File: src/rtl/uart_tx_arbiter.sv
// Packet-level round-robin arbiter sharing one uart_tx between NUM_REQ byte
// streams. A granted requester keeps the transmitter until it sends a byte
// marked req_last, or until it leaves req_valid low in SEND for TIMEOUT cycles.
//
// state       | meaning
// ------------+---------------------------------------------------------------
// S_IDLE      | no owner; round-robin search from rr_ptr for a valid requester
// S_SEND      | owner selected; issue tx_start when its byte is valid and uart idle
// S_WAIT_BUSY | byte handed to uart_tx; waiting for tx_busy to rise
// S_WAIT_DONE | frame in flight; on tx_busy fall, release (last) or back to SEND

module uart_tx_arbiter #(
   parameter int NUM_REQ   = 4,
   parameter int DATA_BITS = 8,
   parameter int TIMEOUT   = 4096
) (
   input  logic                           clk,
   input  logic                           reset,
   input  logic [NUM_REQ-1:0]             req_valid,
   input  logic [NUM_REQ*DATA_BITS-1:0]   req_data,
   input  logic [NUM_REQ-1:0]             req_last,
   output logic [NUM_REQ-1:0]             req_ready,
   output logic [NUM_REQ-1:0]             grant,
   output logic                           tx_start,
   output logic [DATA_BITS-1:0]           tx_data,
   input  logic                           tx_busy,
   output logic                           pkt_done_tick,
   output logic                           timeout_tick
);

   localparam int IW = (NUM_REQ > 1) ? $clog2(NUM_REQ) : 1;
   localparam int SW = IW + 1;
   localparam int CW = (TIMEOUT > 2) ? $clog2(TIMEOUT) : 1;
   // Terminal count of the idle counter; unused when the timeout is disabled.
   localparam logic [CW-1:0] CNT_LAST = (TIMEOUT > 0) ? CW'(TIMEOUT - 1) : '0;
   localparam logic [IW-1:0] IDX_MAX  = IW'(NUM_REQ - 1);

   typedef enum logic [1:0] {
      S_IDLE      = 2'd0,
      S_SEND      = 2'd1,
      S_WAIT_BUSY = 2'd2,
      S_WAIT_DONE = 2'd3
   } state_t;

   state_t               state, state_nxt;
   logic [NUM_REQ-1:0]   grant_r, grant_nxt;
   logic [IW-1:0]        gidx, gidx_nxt;
   logic [IW-1:0]        rr_ptr, rr_nxt;
   logic [CW-1:0]        idle_cnt, idle_nxt;
   logic                 last_r, last_nxt;

   logic                 pick_found;
   logic [IW-1:0]        pick_idx;
   logic [SW-1:0]        pick_sum;
   logic [DATA_BITS-1:0] sel_data;
   logic                 sel_valid;
   logic                 sel_last;
   logic [IW-1:0]        next_ptr;

   assign grant    = grant_r;
   // After a release the requester just served drops to lowest priority.
   assign next_ptr = (gidx == IDX_MAX) ? '0 : gidx + IW'(1);

   // Round-robin search: first valid requester at or after rr_ptr, with wrap.
   always_comb begin
      pick_found = 1'b0;
      pick_idx   = '0;
      pick_sum   = '0;
      for (int k = 0; k < NUM_REQ; k++) begin
         pick_sum = {1'b0, rr_ptr} + SW'(k);
         if (pick_sum >= SW'(NUM_REQ)) begin
            pick_sum = pick_sum - SW'(NUM_REQ);
         end
         if (!pick_found && req_valid[pick_sum[IW-1:0]]) begin
            pick_found = 1'b1;
            pick_idx   = pick_sum[IW-1:0];
         end
      end
   end

   // Mux out the owner's byte, valid and last; other requesters are ignored.
   always_comb begin
      sel_data  = '0;
      sel_valid = 1'b0;
      sel_last  = 1'b0;
      for (int i = 0; i < NUM_REQ; i++) begin
         if (gidx == IW'(i)) begin
            sel_data  = req_data[i*DATA_BITS +: DATA_BITS];
            sel_valid = req_valid[i];
            sel_last  = req_last[i];
         end
      end
   end

   // Next-state and output decode; tx_start/req_ready/ticks are single-cycle
   // pulses derived from registered state plus the owner's inputs.
   always_comb begin
      state_nxt     = state;
      grant_nxt     = grant_r;
      gidx_nxt      = gidx;
      rr_nxt        = rr_ptr;
      idle_nxt      = idle_cnt;
      last_nxt      = last_r;
      tx_start      = 1'b0;
      tx_data       = '0;
      req_ready     = '0;
      pkt_done_tick = 1'b0;
      timeout_tick  = 1'b0;

      case (state)
         S_IDLE: begin
            if (pick_found) begin
               grant_nxt = NUM_REQ'(1) << pick_idx;
               gidx_nxt  = pick_idx;
               idle_nxt  = '0;
               state_nxt = S_SEND;
            end
         end

         S_SEND: begin
            tx_data = sel_data;
            if (sel_valid && !tx_busy) begin
               tx_start  = 1'b1;
               req_ready = grant_r;
               last_nxt  = sel_last;
               idle_nxt  = '0;
               state_nxt = S_WAIT_BUSY;
            end else if (!sel_valid) begin
               if ((TIMEOUT != 0) && (idle_cnt == CNT_LAST)) begin
                  timeout_tick  = 1'b1;
                  pkt_done_tick = 1'b1;
                  rr_nxt        = next_ptr;
                  grant_nxt     = '0;
                  idle_nxt      = '0;
                  state_nxt     = S_IDLE;
               end else begin
                  idle_nxt = idle_cnt + CW'(1);
               end
            end
         end

         S_WAIT_BUSY: begin
            if (tx_busy) begin
               state_nxt = S_WAIT_DONE;
            end
         end

         S_WAIT_DONE: begin
            if (!tx_busy) begin
               if (last_r) begin
                  pkt_done_tick = 1'b1;
                  rr_nxt        = next_ptr;
                  grant_nxt     = '0;
                  state_nxt     = S_IDLE;
               end else begin
                  state_nxt = S_SEND;
               end
            end
         end

         default: begin
            state_nxt = S_IDLE;
            grant_nxt = '0;
         end
      endcase
   end

   // State and datapath registers; async reset abandons any packet in flight.
   always_ff @(posedge clk or negedge reset) begin
      if (!reset) begin
         state    <= S_IDLE;
         grant_r  <= '0;
         gidx     <= '0;
         rr_ptr   <= '0;
         idle_cnt <= '0;
         last_r   <= 1'b0;
      end else begin
         state    <= state_nxt;
         grant_r  <= grant_nxt;
         gidx     <= gidx_nxt;
         rr_ptr   <= rr_nxt;
         idle_cnt <= idle_nxt;
         last_r   <= last_nxt;
      end
   end

endmodule
File: config.mk
export PLATFORM = sky130hd
export DESIGN_NAME = uart_tx_arbiter
export DESIGN_NICKNAME = d
export VERILOG_FILES = /design/src/rtl/uart_tx_arbiter.sv
export SDC_FILE = /design/constraint.sdc
export NUM_CORES = 1
export LEC_CHECK = 0
export ABC_AREA = 1
export BUFFER_PORTS_ARGS = -buffer_cell sky130_fd_sc_hd__buf_2
export CORE_ASPECT_RATIO = 0.75
export CORE_MARGIN = 2
export CORE_UTILIZATION = 40
export CTS_BUF_LIST = sky130_fd_sc_hd__clkbuf_4 sky130_fd_sc_hd__clkbuf_8
export DETAILED_ROUTE_END_ITERATION = 7
export GPL_TIMING_DRIVEN = 0
export PLACE_DENSITY = 0.69
export SLEW_MARGIN = 20
export SYNTH_ARGS = -nofsm -noshare
export SYNTH_HDL_FRONTEND = slang
export SYNTH_SLANG_ARGS = --single-unit
File: constraint.sdc
create_clock -name clk -period 2.02 [get_ports clk]
set_clock_uncertainty 0.15 [all_clocks]
set_input_delay 0.101 -clock clk [delete_from_list [all_inputs] [get_ports clk]]
set_output_delay 0.101 -clock clk [all_outputs]
set_load 0.01 [all_outputs]
# After elaboration in Yosys (flattened, before gate mapping)

Index checks and enable logic that the tools add are counted.

Word-level logic and storage cells: 130
Bits in registers: 23
Input port bits: 43

Equality and inequality tests: 16
Shift operators: 1
Reduce and logical (&&, ||, !) cells: 19
Multiplexer cells: 71
Magnitude comparators: 8
Add/subtract/negate cells: 9

Operator list:

| operator                                                    | count |
|---|---|
| 2-to-1 mux 12 bit                                           | 4 |
| 2-to-1 mux 2 bit                                            | 20 |
| 2-to-1 mux 8 bit                                            | 5 |
| 2-to-1 mux 4 bit                                            | 8 |
| 2-to-1 mux 1 bit                                            | 25 |
| case mux 12 bit (2 select lines)                            | 1 |
| inequality test 2 bit (second input constant)               | 7 |
| adder 12 x 1 -> 12 bit (second input constant)              | 1 |
| == test 12 bit (second input constant)                      | 1 |
| less-than comparator 2 x 3 -> 1 bit (second input constant) | 4 |
| case mux 4 bit (3 select lines)                             | 1 |
| greater-or-equal comparator 3 bit (second input constant)   | 3 |
| binary-select mux 1 bit (select 2 bit)                      | 4 |
| == test 2 bit (second input constant)                       | 4 |
| case mux 2 bit (4 select lines)                             | 1 |
| subtractor 2 x 1 -> 2 bit (second input constant)           | 4 |
| AND reduction 7 bit                                         | 1 |
| adder 2 x 2 -> 3 bit (second input constant)                | 2 |
| inequality test 3 bit (second input constant)               | 2 |
| AND reduction 6 bit                                         | 1 |
| AND reduction 5 bit                                         | 1 |
| == test 2 x 1 -> 1 bit (second input constant)              | 2 |
| logical AND 1 bit                                           | 4 |
| logical NOT 1 bit                                           | 4 |
| other kinds (11)                                            | 14 |

# Longest topological paths before layout

Word-level depth: 17
Gate-level depth with buffers: 14
Gate-level depth less buffers: 13

# Least setup slack after synthesis

No wires, ideal clock.

Path type: flip-flop to flip-flop
From: reg gidx[1]
To: reg idle_cnt[10]
Path slack: 0.095 ns
Data arrival time: 1.657 ns
Required time: 1.753 ns
Clock period less this slack: 1.925 ns
Setup time: 0.117 ns
Cell stages (with the launch flop): 14
Path buffers: 2
Path through: dfrtp_1 > inv_1 > ha_1 > clkinv_1 > nand2_1 > nand3_1 > nand2_1 > nand4_1 > nand2_1 > nor2b_4 > buf_6 > buf_6 > nand3b_2 > nand2_1

Word-level cells in the longest chain between the ends: 8
Elaborated cells on any way between the ends: 13
Those cells by class: 4 x eq/ne; 6 x mux; 3 x reduce/logical

RTL lines:

| what                                                                                            | line | source |
|---|---|---|
| from (decl)                                                                                     | 47   | `logic [IW-1:0] gidx, gidx_nxt;` |
| from (signal assigned)                                                                          | 180  | `gidx <= gidx_nxt;` |
| logical NOT 2 bit                                                                               | 87   | `if (gidx == IW'(i)) begin` |
| 2-to-1 mux 1 bit (3 in a row)                                                                   | 87   |  |
| 2-to-1 mux 1 bit (*)                                                                            | 87   |  |
| logical AND 1 bit                                                                               | 122  | `if (sel_valid && !tx_busy) begin` |
| inequality test 3 bit (no source line) / 2-to-1 mux 12 bit (equally long branches)              | n/a  |  |
| AND reduction 3 bit (no source line) / case mux 12 bit (2 select lines) (equally long branches) | n/a  |  |
| to (signal assigned)                                                                            | 182  | `idle_cnt <= idle_nxt;` |
| to (decl)                                                                                       | 49   | `logic [CW-1:0] idle_cnt, idle_nxt;` |

Every way passes the cells marked *; elsewhere a longest branch is shown, timed or not.
A chain may end at the register's enable or synchronous reset.

# Worst setup path in the final report

From: reg gidx[1]
To: out tx_start

Word-level cells in the longest chain between the ends: 8
Elaborated cells on any way between the ends: 11
Those cells by class: 3 x eq/ne; 6 x mux; 2 x reduce/logical

RTL lines:

| what                          | line | source |
|---|---|---|
| logical NOT 2 bit             | 87   |  |
| 2-to-1 mux 1 bit (3 in a row) | 87   |  |
| 2-to-1 mux 1 bit (*)          | 87   |  |
| logical AND 1 bit (*)         | 122  |  |
| 2-to-1 mux 1 bit (*)          | 122  |  |
| 2-to-1 mux 1 bit (*)          | 110  | `case (state)` |
| to (decl)                     | 24   | `output logic tx_start,` |

Marked as above.

==> flow_summary.ini <==
[final_layout]
final_cell_area_sq_um = 2780
utilization = 0.565
mostFrequentLayoutCells = 102 x nand2_1, 61 x buf_2, 28 x o21ai_0, 26 x inv_1, 26 x nor2_1
layout-drive-gt1-share = 0.333
finalNetCount = 463
syn_to_final_growth_pct = 35.8
antenna_cells = 0
layoutNonFillerInstCount = 474
final_common_cell = nand2_1

[clock_tree]
clk_pin_slew_ps = 100
root_buffer = clkbuf_8
clk_latency_ps = 280
htree_levels = 1
cts_buffer_depth = 2
cts.sinks = 23
cts_buffers = 3
cts_tree = done

[sta]
fmax_ghz = 0.477
hold_violations = 0
finalCritPeriodShare = 1.04
finalSetupViolations = 15
tightestPinTransition_ps = 541
slew_violations = 0
rsz0062_at_grt = true
setup_slack_ps = -77.8
finalCriticalPeriod_ps = 2100
fin_setup_tns_ps = -663
slew_headroom = 0.639

[placed_design]
postPlaceCellArea_sq_um = 2430
hpwl_um = 4310
gp_congestion = 0.894
io_buffers = 61
post-place-cells = 452

[setup_path]
path_max_fanout = 4
critical_path_class = reg -> out
start_kind = register
critPathArrivalTime_ps = 1850
required_ps = 1770
endpoint_kind = output pin

[status]
status = complete, but fails checks
violations = negative setup slack

[power]
p_total_mw = 3.99
p_leak_nw = 1.47
ir_drop_mv = 0.770
power.density_nw_per_um2 = 1430

[global_route]
grt_util_all_layers = 0.217
overflow = 0
antenna_found_initial = 0
grt_pass1_vias = 2162
grt_start_max_net_pins = 24
grt_pass1_wl_um = 9870

[floorplanning]
die_h_um = 66.0
io_pins = 62
die_w_um = 86.7
rows = 22
start_util = 0.416
die_area_sq_um = 5720
core_area_sq_um = 4930

[synth]
synthCells = 331
synth_edf_count = 0
synthMuxAreaShare = 0
synth_top_area_frac = 0.281
synth_compound_area_frac = 0.157
synth_top_cell_by_area = dfrtp_1
synth_fp_nets = 379
async_flop_share = 1.00
syn_area_sq_um = 2050
ys_ff_latch = 23
synthTopCellsByArea = dfrtp_1 28%, nand2_1 20%, o21ai_0 9.0%, nand3_1 6.6%, inv_1 5.5%
ys_types = 29
ys_seq_area_frac = 0.281
ys_warn_count = 0
synth_top_family_by_area = simple AND/OR/NAND/NOR gates
syn_avg_cell_area_sq_um = 6.20
yosys.area_share.simple = 0.430
dominantRegCellSynth = dfrtp_1
synth_xor_xnor_area_share = 0.00427
synth_fa_ha_area_frac = 0.0305

[route]
top_layer = met4
drc = 0
via_per_inst = 5.31
met3RoutedLength_um = 447
ant_nets = 0
route.met2.wl_um = 2760
avgRoutedWirePerCell_um = 13.1
drt_pass1_iterations = 5
wl_um = 6190
drtIter0Drc = 173
num_vias = 2519
wl_met1_um = 2920

[worst_hold_path]
hp-class = in -> reg

[job]
drv_cap = 0
logic make-up (layout without fill, tap and decap cells):
kind of cell,count (synthesis),count (layout)
AND/OR/NAND/NOR,195,195
AO/OA/AOI/OAI,62,62
buffers and inverters,45,128
flip-flops,23,23
adder cells (fa/ha/maj),5,5
XOR/XNOR,1,1
where the power goes:
| group | total, mW | internal [mW] | switching [mW] |
|---|---|---|---|
| clock | 0.318 | 0.140 | 0.178 |
| sequential | 0.711 | 0.583 | 0.129 |
| combinational | 2.96 | 1.15 | 1.80 |
| total | 3.99 | 1.88 | 2.11 |
path summary, 6_finish.rpt:
kind	cells past startpoint	slack, ps	startpoint	endpoint
max	10	-80	gidx[1]	tx_start
min	3	7	req_last[3]	last_r
max reg2reg	12	-60	gidx[1]	idle_cnt[4]
min reg2reg	2	390	grant[1]	grant[1]
max in group asynchronous	2	1150	reset	gidx[0]
min in group asynchronous	2	180	reset	idle_cnt[11]
area by class of cell:
cell class,count,area [sq um]
inverter,35,150
fill,466,2140
sequential,23,577
multi-input combinational,263,1390
clock inverter,1,7.51
timing repair buffer,80,457
buffer,9,82.6
tap,60,75.1
clock buffer,3,41.3
cells in the mapped netlist, types with 3 or more instances:
master    instances
buf_2             3
a21oi_1          20
nor2_1           30
clkbuf_1          4
ha_1              5
o21ai_0          37
dfrtp_1          23
nand3b_2          3
inv_1            30
nand4_1           6
nand2_2           4
nand3_1          27
buf_6             3
nor3_1            6
nand2_1         110
per-layer routing:
layer | global-route usage | vias up
met5 | 0 | -
met3 | 0.0512 | 15
met4 | 0.0332 | 0
met1 | 0.318 | 1166
li1 | - | 1246
met2 | 0.331 | 92
critical path, stage by stage, from the launching register on:
cell and delay [ps]:
dfrtp_1 400, buf_4 140, ha_2 200, inv_4 80, nand3_2 90, nand2_4 80
nand3_4 70, buf_4 150, buf_4 140, nor2_4 100, buf_6 110
flip-flops by register name, summed over array words and instances (netlist names), named ones only:
| register | cells |
|---|---|
| state | 1 |
| last_r | 1 |
| idle_cnt | 12 |
| grant | 4 |
| gidx | 2 |
| rr_ptr | 2 |
through the flow:
step	hold WS [ps]	setup WS, ps
6_report	7.28	-77.8
5_1_grt	3.07	-157
4_1_cts	13.4	-92.7
3_5_place_dp	-31.5	-317
3_3_place_gp	-31.7	-297
2_1_floorplan	-345	95.5
timing repair:
action	CTS	global route
endpoints found under the hold margin	23	0
hold buffers	1	0
resized for setup	32	33
pin swaps	4	9
setup endpoints to repair	32	34
setup buffers	14	4
No activity file was read; power rests on OpenSTA's default activity.
